### src/rtl/unidade_controle_pkg.sv
`default_nettype none
// ============================================================================
//  Module   : unidade_controle_pkg
//  Purpose  : Shared types and constants for the control unit: FSM state
//             encoding, instruction class, field positions and special ops.
//  Revision : 1.0 - initial release
// ============================================================================
package unidade_controle_pkg;

    // Controller FSM states
    typedef enum logic [1:0] {
        IDLE      = 2'd0,
        DECODE    = 2'd1,
        EXECUTE   = 2'd2,
        WRITEBACK = 2'd3
    } estado_t;

    // Instruction class derived from the op field
    typedef enum logic [1:0] {
        CLS_ALU = 2'd0,
        CLS_NOP = 2'd1,
        CLS_CLR = 2'd2
    } classe_t;

    // Instruction field positions (low bit of each field)
    localparam int c_OP_W  = 5;
    localparam int c_OP_LO = 11;
    localparam int c_RC_LO = 9;
    localparam int c_RA_LO = 7;
    localparam int c_RB_LO = 5;

    // Special opcodes
    localparam logic [4:0] OP_NOP    = 5'b11110;
    localparam logic [4:0] OP_CLR    = 5'b11111;
    localparam logic [4:0] c_OP_ZERO = 5'b00000;

endpackage : unidade_controle_pkg
`default_nettype wire

### src/rtl/unidade_controle_decod.sv
`default_nettype none
// ============================================================================
//  Module   : unidade_controle_decod
//  Purpose  : Combinational instruction decoder. Splits a word into register
//             selects, ALU op and instruction class; NOP/CLR drive op = 0.
//  Revision : 1.0 - initial release
// ============================================================================
module unidade_controle_decod
    import unidade_controle_pkg::*;
#(
    parameter int bits_palavra  = 16,
    parameter int end_registros = 2
) (
    input  logic [bits_palavra-1:0]  word,
    output logic [end_registros-1:0] sel_sa,
    output logic [end_registros-1:0] sel_sb,
    output logic [end_registros-1:0] sel_sc,
    output logic [c_OP_W-1:0]        op,
    output classe_t                  classe
);

    logic [c_OP_W-1:0] w_op_raw;
    logic              w_unused;

    assign w_op_raw = word[c_OP_LO +: c_OP_W];
    // Low bits of the word carry no information for this controller
    assign w_unused = ^word[c_RB_LO-1:0];

    // Field extraction and special-op classification
    always_comb begin
        sel_sa = word[c_RA_LO +: end_registros];
        sel_sb = word[c_RB_LO +: end_registros];
        sel_sc = word[c_RC_LO +: end_registros];
        op     = w_op_raw;
        classe = CLS_ALU;
        if (w_op_raw == OP_NOP) begin
            op     = c_OP_ZERO;
            classe = CLS_NOP;
        end else if (w_op_raw == OP_CLR) begin
            op     = c_OP_ZERO;
            classe = CLS_CLR;
        end
    end

endmodule : unidade_controle_decod
`default_nettype wire

### src/rtl/unidade_controle.sv
`default_nettype none
// ============================================================================
//  Module   : unidade_controle
//  Purpose  : Four-state instruction controller (IDLE/DECODE/EXECUTE/
//             WRITEBACK) driving a register bank and ALU with registered
//             selects, write enable, clear pulses and a retired-instr count.
//  Revision : 1.0 - initial release
// ============================================================================
module unidade_controle
    import unidade_controle_pkg::*;
#(
    parameter int bits_palavra  = 16,
    parameter int end_registros = 2
) (
    input  logic                     clk,
    input  logic                     reset,
    input  logic                     instr_valid,
    input  logic [bits_palavra-1:0]  instr,
    output logic                     instr_ready,
    output logic                     Hab_Escrita,
    output logic [end_registros-1:0] Sel_SA,
    output logic [end_registros-1:0] Sel_SB,
    output logic [end_registros-1:0] Sel_SC,
    output logic [4:0]               controleOperacao,
    output logic                     reset_Ban_Registros,
    output logic                     reset_Flags,
    output logic                     busy,
    output logic [7:0]               instr_count
);

    estado_t                  r_state;
    logic [bits_palavra-1:0]  r_ir;
    logic                     r_ready;
    logic                     r_busy;
    logic                     r_hab;
    logic                     r_clr;
    logic [end_registros-1:0] r_sa;
    logic [end_registros-1:0] r_sb;
    logic [end_registros-1:0] r_sc;
    logic [4:0]               r_op;
    classe_t                  r_cls;
    logic [7:0]               r_count;

    logic                     w_accept;
    logic [bits_palavra-1:0]  w_word;
    logic [end_registros-1:0] w_sa;
    logic [end_registros-1:0] w_sb;
    logic [end_registros-1:0] w_sc;
    logic [4:0]               w_op;
    classe_t                  w_cls;

    // Decode the word being captured so selects are already valid in DECODE
    assign w_accept = r_ready & instr_valid;
    assign w_word   = w_accept ? instr : r_ir;

    unidade_controle_decod #(
        .bits_palavra  (bits_palavra),
        .end_registros (end_registros)
    ) u_decod (
        .word   (w_word),
        .sel_sa (w_sa),
        .sel_sb (w_sb),
        .sel_sc (w_sc),
        .op     (w_op),
        .classe (w_cls)
    );

    // Controller FSM with all outputs registered
    always_ff @(posedge clk) begin
        if (!reset) begin
            r_state <= IDLE;
            r_ir    <= '0;
            r_ready <= 1'b0;
            r_busy  <= 1'b0;
            r_hab   <= 1'b0;
            r_clr   <= 1'b1;
            r_sa    <= '0;
            r_sb    <= '0;
            r_sc    <= '0;
            r_op    <= '0;
            r_cls   <= CLS_ALU;
            r_count <= 8'd0;
        end else begin
            r_hab <= 1'b0;
            r_clr <= 1'b0;
            case (r_state)
                IDLE: begin
                    if (w_accept) begin
                        r_ir    <= instr;
                        r_sa    <= w_sa;
                        r_sb    <= w_sb;
                        r_sc    <= w_sc;
                        r_op    <= w_op;
                        r_cls   <= w_cls;
                        r_ready <= 1'b0;
                        r_busy  <= 1'b1;
                        r_state <= DECODE;
                    end else begin
                        r_ready <= 1'b1;
                        r_busy  <= 1'b0;
                    end
                end
                DECODE: begin
                    // Clear pulse lands in the EXECUTE cycle only
                    r_clr   <= (r_cls == CLS_CLR);
                    r_state <= EXECUTE;
                end
                EXECUTE: begin
                    // Write enable lands in the WRITEBACK cycle only
                    r_hab   <= (r_cls == CLS_ALU);
                    r_state <= WRITEBACK;
                end
                WRITEBACK: begin
                    r_count <= r_count + 8'd1;
                    r_ready <= 1'b1;
                    r_busy  <= 1'b0;
                    r_state <= IDLE;
                end
            endcase
        end
    end

    assign instr_ready         = r_ready;
    assign busy                = r_busy;
    assign Hab_Escrita         = r_hab;
    assign reset_Ban_Registros = r_clr;
    assign reset_Flags         = r_clr;
    assign Sel_SA              = r_sa;
    assign Sel_SB              = r_sb;
    assign Sel_SC              = r_sc;
    assign controleOperacao    = r_op;
    assign instr_count         = r_count;

endmodule : unidade_controle
`default_nettype wire

### config.mk
export PLATFORM = sky130hd
export DESIGN_NAME = unidade_controle
export DESIGN_NICKNAME = d
export VERILOG_FILES = /design/src/rtl/unidade_controle_pkg.sv /design/src/rtl/unidade_controle_decod.sv /design/src/rtl/unidade_controle.sv
export SDC_FILE = /design/constraint.sdc
export NUM_CORES = 1
export LEC_CHECK = 0
export BUFFER_PORTS_ARGS = -buffer_cell sky130_fd_sc_hd__buf_2
export CORE_UTILIZATION = 45
export DETAILED_ROUTE_END_ITERATION = 7
export GPL_ROUTABILITY_DRIVEN = 1
export PLACE_DENSITY = 0.79
export SYNTH_ARGS = -nofsm -noshare
export SYNTH_HDL_FRONTEND = slang
export SYNTH_HIERARCHICAL = 1
export SYNTH_SLANG_ARGS = --single-unit
### constraint.sdc
create_clock -name clk -period 2 [get_ports clk]
set_input_delay 0.4 -clock clk [delete_from_list [all_inputs] [get_ports clk]]
set_output_delay 0.4 -clock clk [all_outputs]
set_load 0.02 [all_outputs]
; After elaboration in Yosys (flattened, before gate mapping)
; Cells that the tools add are included.
[op_classes]
addsub = 1
n_eq_ne = 7
n_mux = 12
n_bitwise = 1
reduce_logical = 5
[op_table]
columns = op, count
row1 = $mux 16, 1
row2 = $eq 5x5->1 const B, 2
row3 = $mux 5, 2
row4 = $add 8x1->8 const B, 1
row5 = $pmux 2 s4, 1
row6 = $eq 2x2->1 const B, 3
row7 = $mux 2, 3
row8 = $logic_not 2->1, 2
row9 = $pmux 1 s2, 2
row10 = $reduce_and 2->1, 2
row11 = $mux 1, 3
row12 = $eq 2x1->1 const B, 1
row13 = $ne 2x2->1 const B, 1
row14 = $reduce_bool 2->1, 1
row15 = $and 1x1->1, 1
[word_totals]
reg_bits = 43
in_bits = 19
output_inout_bits = 24
word_cells = 39

; Longest topological paths before layout
[depth]
word_depth = 5
ltp_mapped = 7
ltp_nobuf = 6

; Modules after synthesis
; Netlist, hierarchy kept.
[modules_own_cells]
columns = module, n_inst, cells_per_inst, area_per_inst_um2, seq_area_each_um2
row1 = unidade_controle, 1, 211, 1928.1, 860.8
row2 = unidade_controle_decod, 1, 18, 107.6, 0.0

; Worst setup path after synthesis
; OpenSTA, ideal clock, no wires.
[synth_path]
path_type = register -> register
start = register r_ready, in the netlist instr_ready
end = register r_op[0], in the netlist controleOperacao[0]
setup_time_ns = 0.076
t_arrival_ns = 1.523
required_time_ns = 1.924
setup_slack_ns = 0.401
stages_incl_launch_ff = 8
n_path_buf = 1
synth_period_minus_slack_ns = 1.599
cell_sequence = dfxtp_1 -> nand2_2 -> buf_6 -> mux2_2 -> nand4_1 -> and2_1 -> nand2_1 -> a21boi_0
[synth_between]
elab_chain_len = 5
word_cells_on_any_way = 7
cone_classes = 2 x eq/ne / 3 x mux / 1 x bitwise / 1 x reduce/logical
[synth_lines]
columns = item, line_no
row1 = "start, declared", unidade_controle.sv:33  ; logic r_ready;
row2 = "start signal, assigned", unidade_controle.sv:73  ; r_ready <= 1'b0;
row3 = "start signal, assigned", unidade_controle.sv:95  ; r_ready <= 1'b0;
row4 = "start signal, assigned", unidade_controle.sv:99  ; r_ready <= 1'b1;
row5 = $and 1x1->1 (*), unidade_controle.sv:53  ; assign w_accept = r_ready & instr_valid;
row6 = $mux 16 (*), --
row7 = via w_word[15], unidade_controle.sv:45  ; logic [bits_palavra-1:0] w_word;
row8 = $eq 5x5->1, unidade_controle_decod.sv:39  ; end else if (w_op_raw == OP_CLR) begin
row9 = $mux 5, unidade_controle_decod.sv:39
row10 = $mux 5 (*), unidade_controle_decod.sv:36  ; if (w_op_raw == OP_NOP) begin
row11 = via w_op[0], unidade_controle.sv:49  ; logic [4:0] w_op;
row12 = "end signal, assigned", unidade_controle.sv:93  ; r_op <= w_op;
row13 = "end, declared", unidade_controle.sv:40  ; logic [4:0] r_op;
; The timed path passes the listed nets; every way through them passes the cells marked *.
; A chain may end at the register's enable or synchronous reset.

; Worst setup path after layout
[layout_path]
start = register r_state[0]
end = register r_ready, in the netlist instr_ready
[layout_between]
elab_chain_len = 2
word_cells_on_any_way = 4
cone_classes = 1 x eq/ne / 1 x mux / 2 x reduce/logical
[layout_lines]
columns = item, line_no
row1 = "start, declared", unidade_controle.sv:31  ; estado_t r_state;
row2 = "start signal, assigned", unidade_controle.sv:71  ; r_state <= IDLE;
row3 = "start signal, assigned", unidade_controle.sv:97  ; r_state <= DECODE;
row4 = "start signal, assigned", unidade_controle.sv:106  ; r_state <= EXECUTE;
row5 = $eq 2x2->1 / $logic_not 2->1 (equally long branches), unidade_controle.sv:86  ; case (r_state)
row6 = $pmux 1 s2 / $reduce_bool 2->1 (equally long branches), --
row7 = "end signal, assigned", unidade_controle.sv:95
row8 = "end signal, assigned", unidade_controle.sv:99
row9 = "end signal, assigned", unidade_controle.sv:115  ; r_ready <= 1'b1;
; Several ways; a longest one is shown, not always the timed one.

==> results.py <==
metrics = {
    "global_route": {
        "track_usage": 0.170,
        "grt-ovfl-total": 0,
        "grt_pass1_vias": 1299,
        "antenna_found_initial": 0,
        "grt_pass1_wl_um": 5460,
        "grt_max_degree": 40,
    },
    "place": {
        "dp.cells": 273,
        "port_buffers": 37,
        "dp_hpwl_um": 2250,
        "gp_congestion": 0.719,
    },
    "sta": {
        "rsz0062_at_grt": "no",
        "tightest_slew_ns": 0.540,
        "fmax_mhz": 677,
        "timing.final.crit_period_ns": 1.48,
        "finalSetupViolCount": 0,
        "hold_violations": 0,
        "slew_headroom": 0.640,
        "setup_tns_ns": 0,
        "finalCritPeriodShare": 0.739,
        "clock_skew_ns": 0.00207,
        "drv_slew": 0,
    },
    "drt": {
        "post-route-drc-count": 0,
        "dr_wl_met2_um": 1520,
        "drt-total-wl_um": 3260,
        "first_iter_violations": 36,
        "routedLengthMet1_um": 1530,
        "dr_wl_met3_um": 153,
        "vias_per_cell": 4.93,
        "routed.top_layer": "met4",
        "vias": 1380,
        "ant_nets": 0,
        "drt-wirelength-per-cell_um": 11.6,
        "first_pass_iters": 4,
    },
    "status": {
        "status": "finished, final reports clean",
    },
    "power": {
        "power_density_nw_per_um2": 1010,
        "ir_worst_vdd_v": 0.000586,
        "p_leak_uw": 0.000855,
    },
    "job": {
        "cap_violations": 0,
    },
    "finish": {
        "finalNonFillerCells": 280,
        "antenna_cells": 0,
        "drive_above_1_share": 0.254,
        "syn2layout_area_growth_pct": 11.7,
        "fin_nets": 257,
        "fin_util": 0.538,
    },
    "setup_path": {
        "path_max_fanout": 4,
        "rr_startpoint": "r_state[0]$_SDFFE_PN0P_",
        "r2r_cells": 4,
        "reg2reg_to": "instr_ready$_SDFFE_PN0P_",
        "start_kind": "register",
        "path_class": "reg2reg",
        "setup.worst_path.end_class": "register",
        "worst_ep_arrival_time_ns": 1.67,
        "reg2reg_slack_ns": 0.52,
        "cp.required_ns": 2.19,
    },
    "yosys": {
        "yosys_warnings": 6,
        "synthCells": 204,
        "postSynthAreaPerCell_um2": 8.84,
        "synth_area_um2": 1800,
        "syn_nets": 229,
    },
    "clock_tree": {
        "hold_buffers": 0,
        "cts_buffers": 5,
        "cts_setup_buffers": 0,
        "cts_root_buf": "clkbuf_8",
        "cts.sinks": 38,
        "clk_latency_ns": 0.29,
        "clock_path_buffers": 2,
        "path_clk_slew_ns": 0.07,
        "cts-resized-gates": 0,
        "cts_tree": "built",
        "cts_max_level": 2,
    },
    "die": {
        "die_w_um": 65.3,
        "initial_utilization": 0.482,
        "core.rowCount": 22,
        "core_um2": 3740,
        "num_io_pins": 43,
        "die_h_um": 65.3,
        "die_area_um2": 4270,
    },
    "worst_hold_path": {
        "min_to": "r_ir[13]$_SDFFE_PN0P_",
        "hold-path-cell-count": 3,
        "min-delay-start": "instr[13]",
        "hp-class": "in2reg",
    },
}
-- registers in the layout, summed over array words and instances, names as in the netlist, 2 cells and up --
| register | flops |
|---|---|
| Sel_SA | 2 |
| Sel_SB | 2 |
| Sel_SC | 2 |
| controleOperacao | 5 |
| instr_count | 8 |
| r_cls | 2 |
| r_ir | 11 |
| r_state | 2 |
-- metrics by stage --
stage	setup slack [ns]	hold WS (ns)	cell area (µm²)	power (µW)
global placement	0.386	0.432	1940	1550
detailed placement	0.382	0.436	1940	1570
CTS	0.525	0.346	2020	2060
finish	0.523	0.350	2020	2040
global route	0.351	0.352	2020	2170
floorplan	0.420	0.414	1800	1490
-- worst max-delay path by stage --
stage                     slack (ns)  depth (start not counted)                      from                          endpoint
after global routing            0.35                          6  instr_ready$_SDFFE_PN0P_             r_cls[0]$_SDFFE_PN0P_
after global placement          0.39                          7               instr_valid  controleOperacao[0]$_SDFFE_PN0P_
after floorplan                 0.42                          7  instr_ready$_SDFFE_PN0P_  controleOperacao[0]$_SDFFE_PN0P_
after CTS                       0.52                          4   r_state[0]$_SDFFE_PN0P_          instr_ready$_SDFFE_PN0P_
final                           0.52                          4   r_state[0]$_SDFFE_PN0P_          instr_ready$_SDFFE_PN0P_
after detailed placement        0.38                          7               instr_valid  controleOperacao[0]$_SDFFE_PN0P_
-- per-layer routing --
layer / vias up / global-route usage
met5: - / 0
met4: 0 / 0.106
met3: 7 / 0.0486
met2: 28 / 0.293
met1: 625 / 0.182
li1: 720 / -
-- final cells by class --
class,instances,area (µm²)
fillers,375,1730
multi-input cells,140,885
flip-flops and latches,38,761
repair buffers,40,208
clock buffers,7,76.3
well taps,48,60.1
inverters,7,26.3
-- where the power goes --
| group | switching (µW) | leakage, µW | internal (µW) |
|---|---|---|---|
| logic | 373 | 0.000508 | 263 |
| registers | 62.1 | 0.000308 | 849 |
| clock network | 252 | 0.0000383 | 240 |
-- critical path, cell delays in order, from the launching register on --
cell and delay, ns:
dfxtp_1 0.37, inv_1 0.11, ha_1 0.35, or3_1 0.37, and3_1 0.17
-- placed cells by master, fill, tap and decap left out, drive strengths merged, types with 5 or more instances in the layout --
| cell | instances |
|---|---|
| a21boi | 28 |
| and2 | 5 |
| buf | 40 |
| clkbuf | 7 |
| dfxtp | 38 |
| ha | 6 |
| inv | 7 |
| mux2 | 11 |
| nand2 | 56 |
Note: power is estimated with default switching activity, not from simulation.
